`config.mk`:
```
export PLATFORM = sky130hd
export DESIGN_NAME = prng_xoshiro_axis_flat
export DESIGN_NICKNAME = d
export VERILOG_FILES = /design/src/rtl/prng_xoshiro_axis_if.sv /design/src/rtl/prng_xoshiro_axis.sv /design/src/flat_wrapper.sv
export SDC_FILE = /design/constraint.sdc
export NUM_CORES = 1
export LEC_CHECK = 0
export CORE_ASPECT_RATIO = 2
export CORE_MARGIN = 8
export CORE_UTILIZATION = 40
export CTS_BUF_LIST = sky130_fd_sc_hd__clkbuf_2
export DETAILED_ROUTE_END_ITERATION = 8
export HOLD_SLACK_MARGIN = 0.15
export SLEW_MARGIN = 20
export SYNTH_ARGS = -nofsm -noshare
export SYNTH_HDL_FRONTEND = slang
export SYNTH_SLANG_ARGS = --single-unit
```
`constraint.sdc`:
```
create_clock -name clk -period 6.1 [get_ports clk]
set_input_delay 1.22 -clock clk [delete_from_list [all_inputs] [get_ports clk]]
set_output_delay 1.22 -clock clk [all_outputs]
set_load 0.01 [all_outputs]
```
`src/rtl/prng_xoshiro_axis_if.sv`:
```
// AXI-stream beat channel carrying packed random words.
interface prng_xoshiro_axis_if #(
  parameter int W = 32
);
  logic [W-1:0] tdata;
  logic         tvalid;
  logic         tready;

  modport master (
    output tdata,
    output tvalid,
    input  tready
  );

  modport slave (
    input  tdata,
    input  tvalid,
    output tready
  );
endinterface

```
`src/rtl/prng_xoshiro_axis.sv`:
```
// xoshiro128** generator with serial MT-style seeding,
// word packing and a FWFT output FIFO on AXI-stream.
module prng_xoshiro_axis #(
  parameter int          OUT_WORDS    = 1,
  parameter int          FIFO_DEPTH   = 4,
  parameter logic [31:0] DEFAULT_SEED = 32'd5489
) (
  input  logic                        clk,
  input  logic                        rst,
  prng_xoshiro_axis_if.master         output_axis,
  output logic                        busy,
  output logic [$clog2(FIFO_DEPTH):0] fifo_level,
  input  logic [31:0]                 seed_val,
  input  logic                        seed_start
);

  localparam int DW = 32 * OUT_WORDS;
  localparam int AW = $clog2(FIFO_DEPTH);
  localparam int PW = (OUT_WORDS > 1) ?
                      $clog2(OUT_WORDS) : 1;
  localparam logic [31:0] MULT = 32'd1812433253;
  localparam logic [AW:0] FULL = (AW+1)'(FIFO_DEPTH);
  localparam logic [PW-1:0] LAST = PW'(OUT_WORDS-1);

  typedef enum logic [1:0] {
    SEED_INIT,
    SEED_MUL,
    SEED_WR,
    RUN
  } state_t;

  state_t state_q, state_d;

  logic [31:0]    seed_q, a_q, acc_q, wr_x;
  logic [4:0]     mul_cnt_q;
  logic [2:0]     i_q;
  logic [31:0]    s_q [4];
  logic [31:0]    sn  [4];
  logic [31:0]    x0, x1, x2, x3, t;
  logic [31:0]    m5, word;
  logic [DW-1:0]  pack_q, beat_w, beat_q;
  logic           beat_v_q;
  logic [PW-1:0]  pack_cnt_q;
  logic [DW-1:0]  mem [FIFO_DEPTH];
  logic [AW-1:0]  wr_ptr_q, rd_ptr_q;
  logic [AW:0]    lvl_q;
  logic           pop, push, full, adv, last;

  function automatic logic [31:0] rotl(
    input logic [31:0] x,
    input int unsigned k
  );
    return (x << k) | (x >> (32 - k));
  endfunction

  assign t  = s_q[1] << 9;
  assign x2 = s_q[2] ^ s_q[0];
  assign x3 = s_q[3] ^ s_q[1];
  assign x1 = s_q[1] ^ x2;
  assign x0 = s_q[0] ^ x3;
  assign sn[0] = x0;
  assign sn[1] = x1;
  assign sn[2] = x2 ^ t;
  assign sn[3] = rotl(x3, 11);

  assign m5   = s_q[1] * 32'd5;
  assign word = rotl(m5, 7) * 32'd9;
  assign wr_x = acc_q + {29'd0, i_q};

  always_comb begin
    beat_w = pack_q;
    for (int k = 0; k < OUT_WORDS; k++) begin
      if (pack_cnt_q == PW'(k)) begin
        beat_w[32*k +: 32] = word;
      end
    end
  end

  assign output_axis.tvalid = (lvl_q != '0);
  assign output_axis.tdata  = output_axis.tvalid ?
                              mem[rd_ptr_q] : '0;
  assign fifo_level = lvl_q;
  assign busy = (state_q != RUN) && !rst;

  // A finished beat waits in beat_q for one FIFO write slot.
  assign pop  = output_axis.tvalid && output_axis.tready;
  assign full = (lvl_q == FULL);
  assign push = beat_v_q && (!full || pop);
  assign adv  = (state_q == RUN) && (!beat_v_q || push);
  assign last = (pack_cnt_q == LAST);

  always_comb begin
    state_d = state_q;
    unique case (state_q)
      SEED_INIT: state_d = SEED_MUL;
      SEED_MUL:
        if (mul_cnt_q == 5'd0) state_d = SEED_WR;
      SEED_WR:
        state_d = (i_q == 3'd4) ? RUN : SEED_MUL;
      RUN: state_d = RUN;
      default: state_d = SEED_INIT;
    endcase
    if (seed_start) state_d = SEED_INIT;
  end

  always_ff @(posedge clk) begin
    if (rst) state_q <= SEED_INIT;
    else     state_q <= state_d;
  end

  always_ff @(posedge clk) begin
    if (push) mem[wr_ptr_q] <= beat_q;
  end

  always_ff @(posedge clk) begin
    if (rst) begin
      seed_q     <= DEFAULT_SEED;
      a_q        <= '0;
      acc_q      <= '0;
      mul_cnt_q  <= '0;
      i_q        <= '0;
      for (int k = 0; k < 4; k++) s_q[k] <= '0;
      pack_q     <= '0;
      beat_q     <= '0;
      beat_v_q   <= 1'b0;
      pack_cnt_q <= '0;
      wr_ptr_q   <= '0;
      rd_ptr_q   <= '0;
      lvl_q      <= '0;
    end else if (seed_start) begin
      seed_q     <= seed_val;
      beat_v_q   <= 1'b0;
      pack_cnt_q <= '0;
      wr_ptr_q   <= '0;
      rd_ptr_q   <= '0;
      lvl_q      <= '0;
    end else begin
      unique case (state_q)
        SEED_INIT: begin
          a_q       <= seed_q ^ (seed_q >> 30);
          acc_q     <= '0;
          mul_cnt_q <= 5'd31;
          i_q       <= 3'd1;
        end
        SEED_MUL: begin
          acc_q <= (acc_q << 1) +
                   (MULT[mul_cnt_q] ? a_q : 32'd0);
          mul_cnt_q <= mul_cnt_q - 5'd1;
        end
        SEED_WR: begin
          s_q[i_q[1:0] - 2'd1] <= wr_x;
          a_q       <= wr_x ^ (wr_x >> 30);
          acc_q     <= '0;
          mul_cnt_q <= 5'd31;
          i_q       <= i_q + 3'd1;
          if (i_q == 3'd4 && s_q[0] == '0 &&
              s_q[1] == '0 && s_q[2] == '0 &&
              wr_x == '0) begin
            s_q[0] <= 32'd1;
          end
        end
        RUN: begin
          if (adv) begin
            for (int k = 0; k < 4; k++) s_q[k] <= sn[k];
            if (last) begin
              beat_q     <= beat_w;
              pack_cnt_q <= '0;
            end else begin
              pack_q     <= beat_w;
              pack_cnt_q <= pack_cnt_q + PW'(1);
            end
          end
        end
        default: ;
      endcase

      if (adv && last) beat_v_q <= 1'b1;
      else if (push)   beat_v_q <= 1'b0;

      if (push) wr_ptr_q <= wr_ptr_q + AW'(1);
      if (pop)  rd_ptr_q <= rd_ptr_q + AW'(1);
      case ({push, pop})
        2'b10:   lvl_q <= lvl_q + 1'b1;
        2'b01:   lvl_q <= lvl_q - 1'b1;
        default: lvl_q <= lvl_q;
      endcase
    end
  end

endmodule

```
`src/flat_wrapper.sv`:
```
// flat-port wrapper written by rule: the top's interface ports become plain ports
module prng_xoshiro_axis_flat 
#(
  parameter int          OUT_WORDS    = 1,
  parameter int          FIFO_DEPTH   = 4,
  parameter logic [31:0] DEFAULT_SEED = 32'd5489
)
  (clk, rst, busy, fifo_level, seed_val, seed_start, output_axis_tdata, output_axis_tvalid, output_axis_tready);
  prng_xoshiro_axis_if #(.W(32)) output_axis_i ();
  input  logic clk;
  input  logic rst;
  output logic busy;
  output logic [$clog2(FIFO_DEPTH):0] fifo_level;
  input  logic [31:0] seed_val;
  input  logic seed_start;
  output wire logic [$bits(output_axis_i.tdata)-1:0] output_axis_tdata;
  output wire logic [$bits(output_axis_i.tvalid)-1:0] output_axis_tvalid;
  input wire logic [$bits(output_axis_i.tready)-1:0] output_axis_tready;
  assign output_axis_tdata = output_axis_i.tdata;
  assign output_axis_tvalid = output_axis_i.tvalid;
  assign output_axis_i.tready = output_axis_tready;
  prng_xoshiro_axis #(.OUT_WORDS(OUT_WORDS), .FIFO_DEPTH(FIFO_DEPTH), .DEFAULT_SEED(DEFAULT_SEED)) u_core (.clk(clk), .rst(rst), .output_axis(output_axis_i), .busy(busy), .fifo_level(fifo_level), .seed_val(seed_val), .seed_start(seed_start));
endmodule
```
==> results.yml <==
power:
  ir_worst_vdd_v: 0.000145
  p_leak_nw: 9.79
  powerDensity_mw_per_mm2: 228
clock_network:
  cts_buffers: 93
  cts_tree: "done"
  clock_latency_ps: 1090
  cts.sinks: 405
  path_clk_slew_ps: 130
  ctsHoldBuffers: 0
  root_buffer: "clkbuf_2"
  cts-htree-levels: 3
  clk_path_buf_depth: 3
sta:
  min_period_over_period_pct: 94.0
  setup_ws_ps: 366
  relSlewSlack_pct: 22.5
  period_needed_ps: 5730
  finalClockSkew_ps: 67.7
  fmax_mhz: 174
  worstMarginPinSlew_ps: 1150
  rsz0062_at_grt: "no"
  finalHoldViolations: 0
  fin_setup_tns_ps: 0
  drv_slew: 0
  setup_violations: 0
worst_setup_path:
  reg2reg_slack_ps: 370
  r2r_start: "u_core.s_q[1][5]$_DFFE_PP_"
  reg2regPathDepth: 23
  startpoint_type: "flop"
  crit_arrival_ps: 6680
  r2r_end: "u_core.beat_q[30]$_SDFFE_PP0P_"
  critical_path.max_fanout: 6
  crit_type: "reg2reg"
  crit_required_ps: 7050
  cp-end-kind: "flop"
min_path:
  min_to: "u_core.a_q[0]$_SDFFE_PP0P_"
  worstHoldPathCells: 2
  min-delay-start: "u_core.a_q[0]$_SDFFE_PP0P_"
  min_path_type: "reg2reg"
routing:
  drtPass1Iterations: 5
  viasPerCell: 5.55
  drt-initial-drc-count: 1410
  final_antenna_net_count: 0
  routed_wl_mm: 63.4
  drcViolationCount: 0
  wl_per_cell_um: 20.4
  vias: 17200
layout:
  drive_above_1_share_pct: 12.2
  fin_nets: 2467
  syn2layout_area_growth_pct: 12.1
  fin_area_sq_mm: 0.0256
  regArea_sq_mm: 0.0107
  final_cell_mix: "256 x edfxtp_1, 176 x xnor2_1, 163 x nor2_1, 160 x nand2_1, 158 x ha_1"
  layout_commonest_cell: "edfxtp_1"
  multi_input_area_sq_mm: 0.0117
  fillers: 5504
placement:
  dp.final_hpwl_mm: 44.5
  dp_slack_ps: 172
  place_congestion: 0.891
  postPlaceCellArea_sq_mm: 0.0246
  port-buffer-count: 72
yosys:
  synth-seq-area-share_pct: 46.7
  synth.area.top_cells: "edfxtp_1 34%, dfxtp_1 13%, ha_1 8.6%, xnor2_1 6.7%, xor2_1 3.7%"
  synth-edff-count: 256
  synthFlopType: "edfxtp_1"
  synth_top_area_share_pct: 33.6
  synth-seq-cells: 405
  synth_largest_area_cell: "edfxtp_1"
  synth_area_sq_mm: 0.0229
  yosysWarnings: 0
  synth_nets: 2330
  ys_async_sr_fraction_pct: 0
  syn_inst: 2131
  ys_types: 79
  syn_avg_cell_area_sq_um: 10.7
grt:
  overflow: 0
  grt_use_total_pct: 19.3
  grt_pass1_wl_mm: 98.8
  grt_max_degree: 85
  antenna_found_initial: 2
  grt_pass1_vias: 17200
die:
  initial_core_util_pct: 40.3
  core-area_sq_mm: 0.0568
  dieArea_sq_mm: 0.0655
  die_y_um: 354
  pin_count: 73
  core.rowCount: 124
  die_width_um: 185
outcome:
  status: "complete, no violations"
job:
  max_cap_viol_count: 0
==> stage by stage <==
stage	total power, mW	hold slack (ps)	std cells	util, %
after floorplan	3.73	432	2131	-
after global placement	4.00	449	2924	43.4
after detailed placement	4.00	455	2924	43.4
final	5.85	473	3103	45.1
after CTS	5.91	445	3096	45.0
after global routing	6.15	461	3103	45.1
==> worst max-delay path, stage by stage, from the launching register on <==
cell,delay [ps]
edfxtp_1,530
ha_1,350
ha_1,350
a21oi_1,260
a311oi_1,190
o21ai_0,330
nand3_1,190
a311oi_2,310
o21bai_1,110
a21oi_1,200
xnor2_1,130
ha_1,310
inv_1,60
fa_1,460
nor2b_2,170
o2111ai_2,140
a211o_1,370
a31o_2,230
a21oi_2,130
a221oi_1,100
buf_4,180
o31a_1,300
mux2i_1,160
nand2_1,70
==> Yosys cell counts, drive strengths merged (5+ instances only) <==
cell      n
a211o     7
a211oi   41
a21o     34
a21oi   133
a221oi    8
a22o     14
a22oi    14
a31oi    12
and2     76
and3     15
and4      8
buf      20
clkbuf   73
dfxtp   149
edfxtp  256
fa        5
ha      158
inv      42
mux2i    36
mux4     32
nand2   161
nand2b    9
nand3    38
nand4    21
nor2    166
nor2b    12
nor3     18
nor4     30
o211ai    8
o21a     11
o21ai    75
o21bai   12
o22ai    92
o31ai     6
or2       5
or3       9
xnor2   179
xor2     97
==> worst max-delay path by stage <==
stage	end	from
2_1_floorplan	u_core.beat_q[30]$_SDFFE_PP0P_	u_core.s_q[1][1]$_DFFE_PP_
3_3_place_gp	u_core.beat_q[30]$_SDFFE_PP0P_	u_core.s_q[1][3]$_DFFE_PP_
3_5_place_dp	u_core.beat_q[30]$_SDFFE_PP0P_	u_core.s_q[1][3]$_DFFE_PP_
4_1_cts	u_core.beat_q[30]$_SDFFE_PP0P_	u_core.s_q[1][3]$_DFFE_PP_
5_1_grt	u_core.beat_q[30]$_SDFFE_PP0P_	u_core.s_q[1][3]$_DFFE_PP_
6_report	u_core.beat_q[30]$_SDFFE_PP0P_	u_core.s_q[1][5]$_DFFE_PP_
==> repair_timing <==
| action | in CTS | in global routing |
|---|---|---|
| gates resized for setup | 0 | 11 |
| setup buffers | 0 | 5 |
| endpoints found under the setup margin | 0 | 11 |
==> layout make-up <==
class	count	share of cell area, %
antenna	2	0.0195
clock buffer	139	2.71
clock inverter	33	0.869
inverter	43	0.630
multi-input combinational	1590	45.8
sequential	405	41.7
tap	756	3.69
timing repair buffer	135	4.63
==> layer usage <==
metal  up-vias  track usage (%)  share of wire [%]
met1      8288             24.4                 42
met5         -                0                  0
met4         0             8.13                3.6
met3       118             3.64                6.9
li1       8234                -                  -
met2       585             31.8                 48
==> registers in the layout, summed over array words and instances (netlist names), named ones only <==
signal	flops
u_core.mem	128
u_core.s_q	128
u_core.a_q	32
u_core.acc_q	32
u_core.beat_q	32
u_core.seed_q	32
u_core.mul_cnt_q	5
u_core.fifo_level	3
u_core.i_q	3
u_core.rd_ptr_q	2
u_core.state_q	2
u_core.wr_ptr_q	2
u_core.beat_v_q	1
==> where the power goes <==
| part | leakage, nW | switching [mW] | total (mW) | internal, mW |
|---|---|---|---|---|
| clock network | 0.681 | 1.15 | 1.89 | 0.741 |
| registers | 3.73 | 0.0555 | 3.01 | 2.95 |
| logic | 5.38 | 0.540 | 0.950 | 0.410 |
==> cells by family after synthesis <==
logic type | share of synthesized area, %
and+or+nand+nor | 12.4
AOI/OAI and AO/OA | 14.2
DFF | 46.7
xor gates and xnor gates | 10.7
adders and majority gates | 9.08
buffers and inverters | 2.24
muxes | 4.73
(Power assumes the default switching activity.)
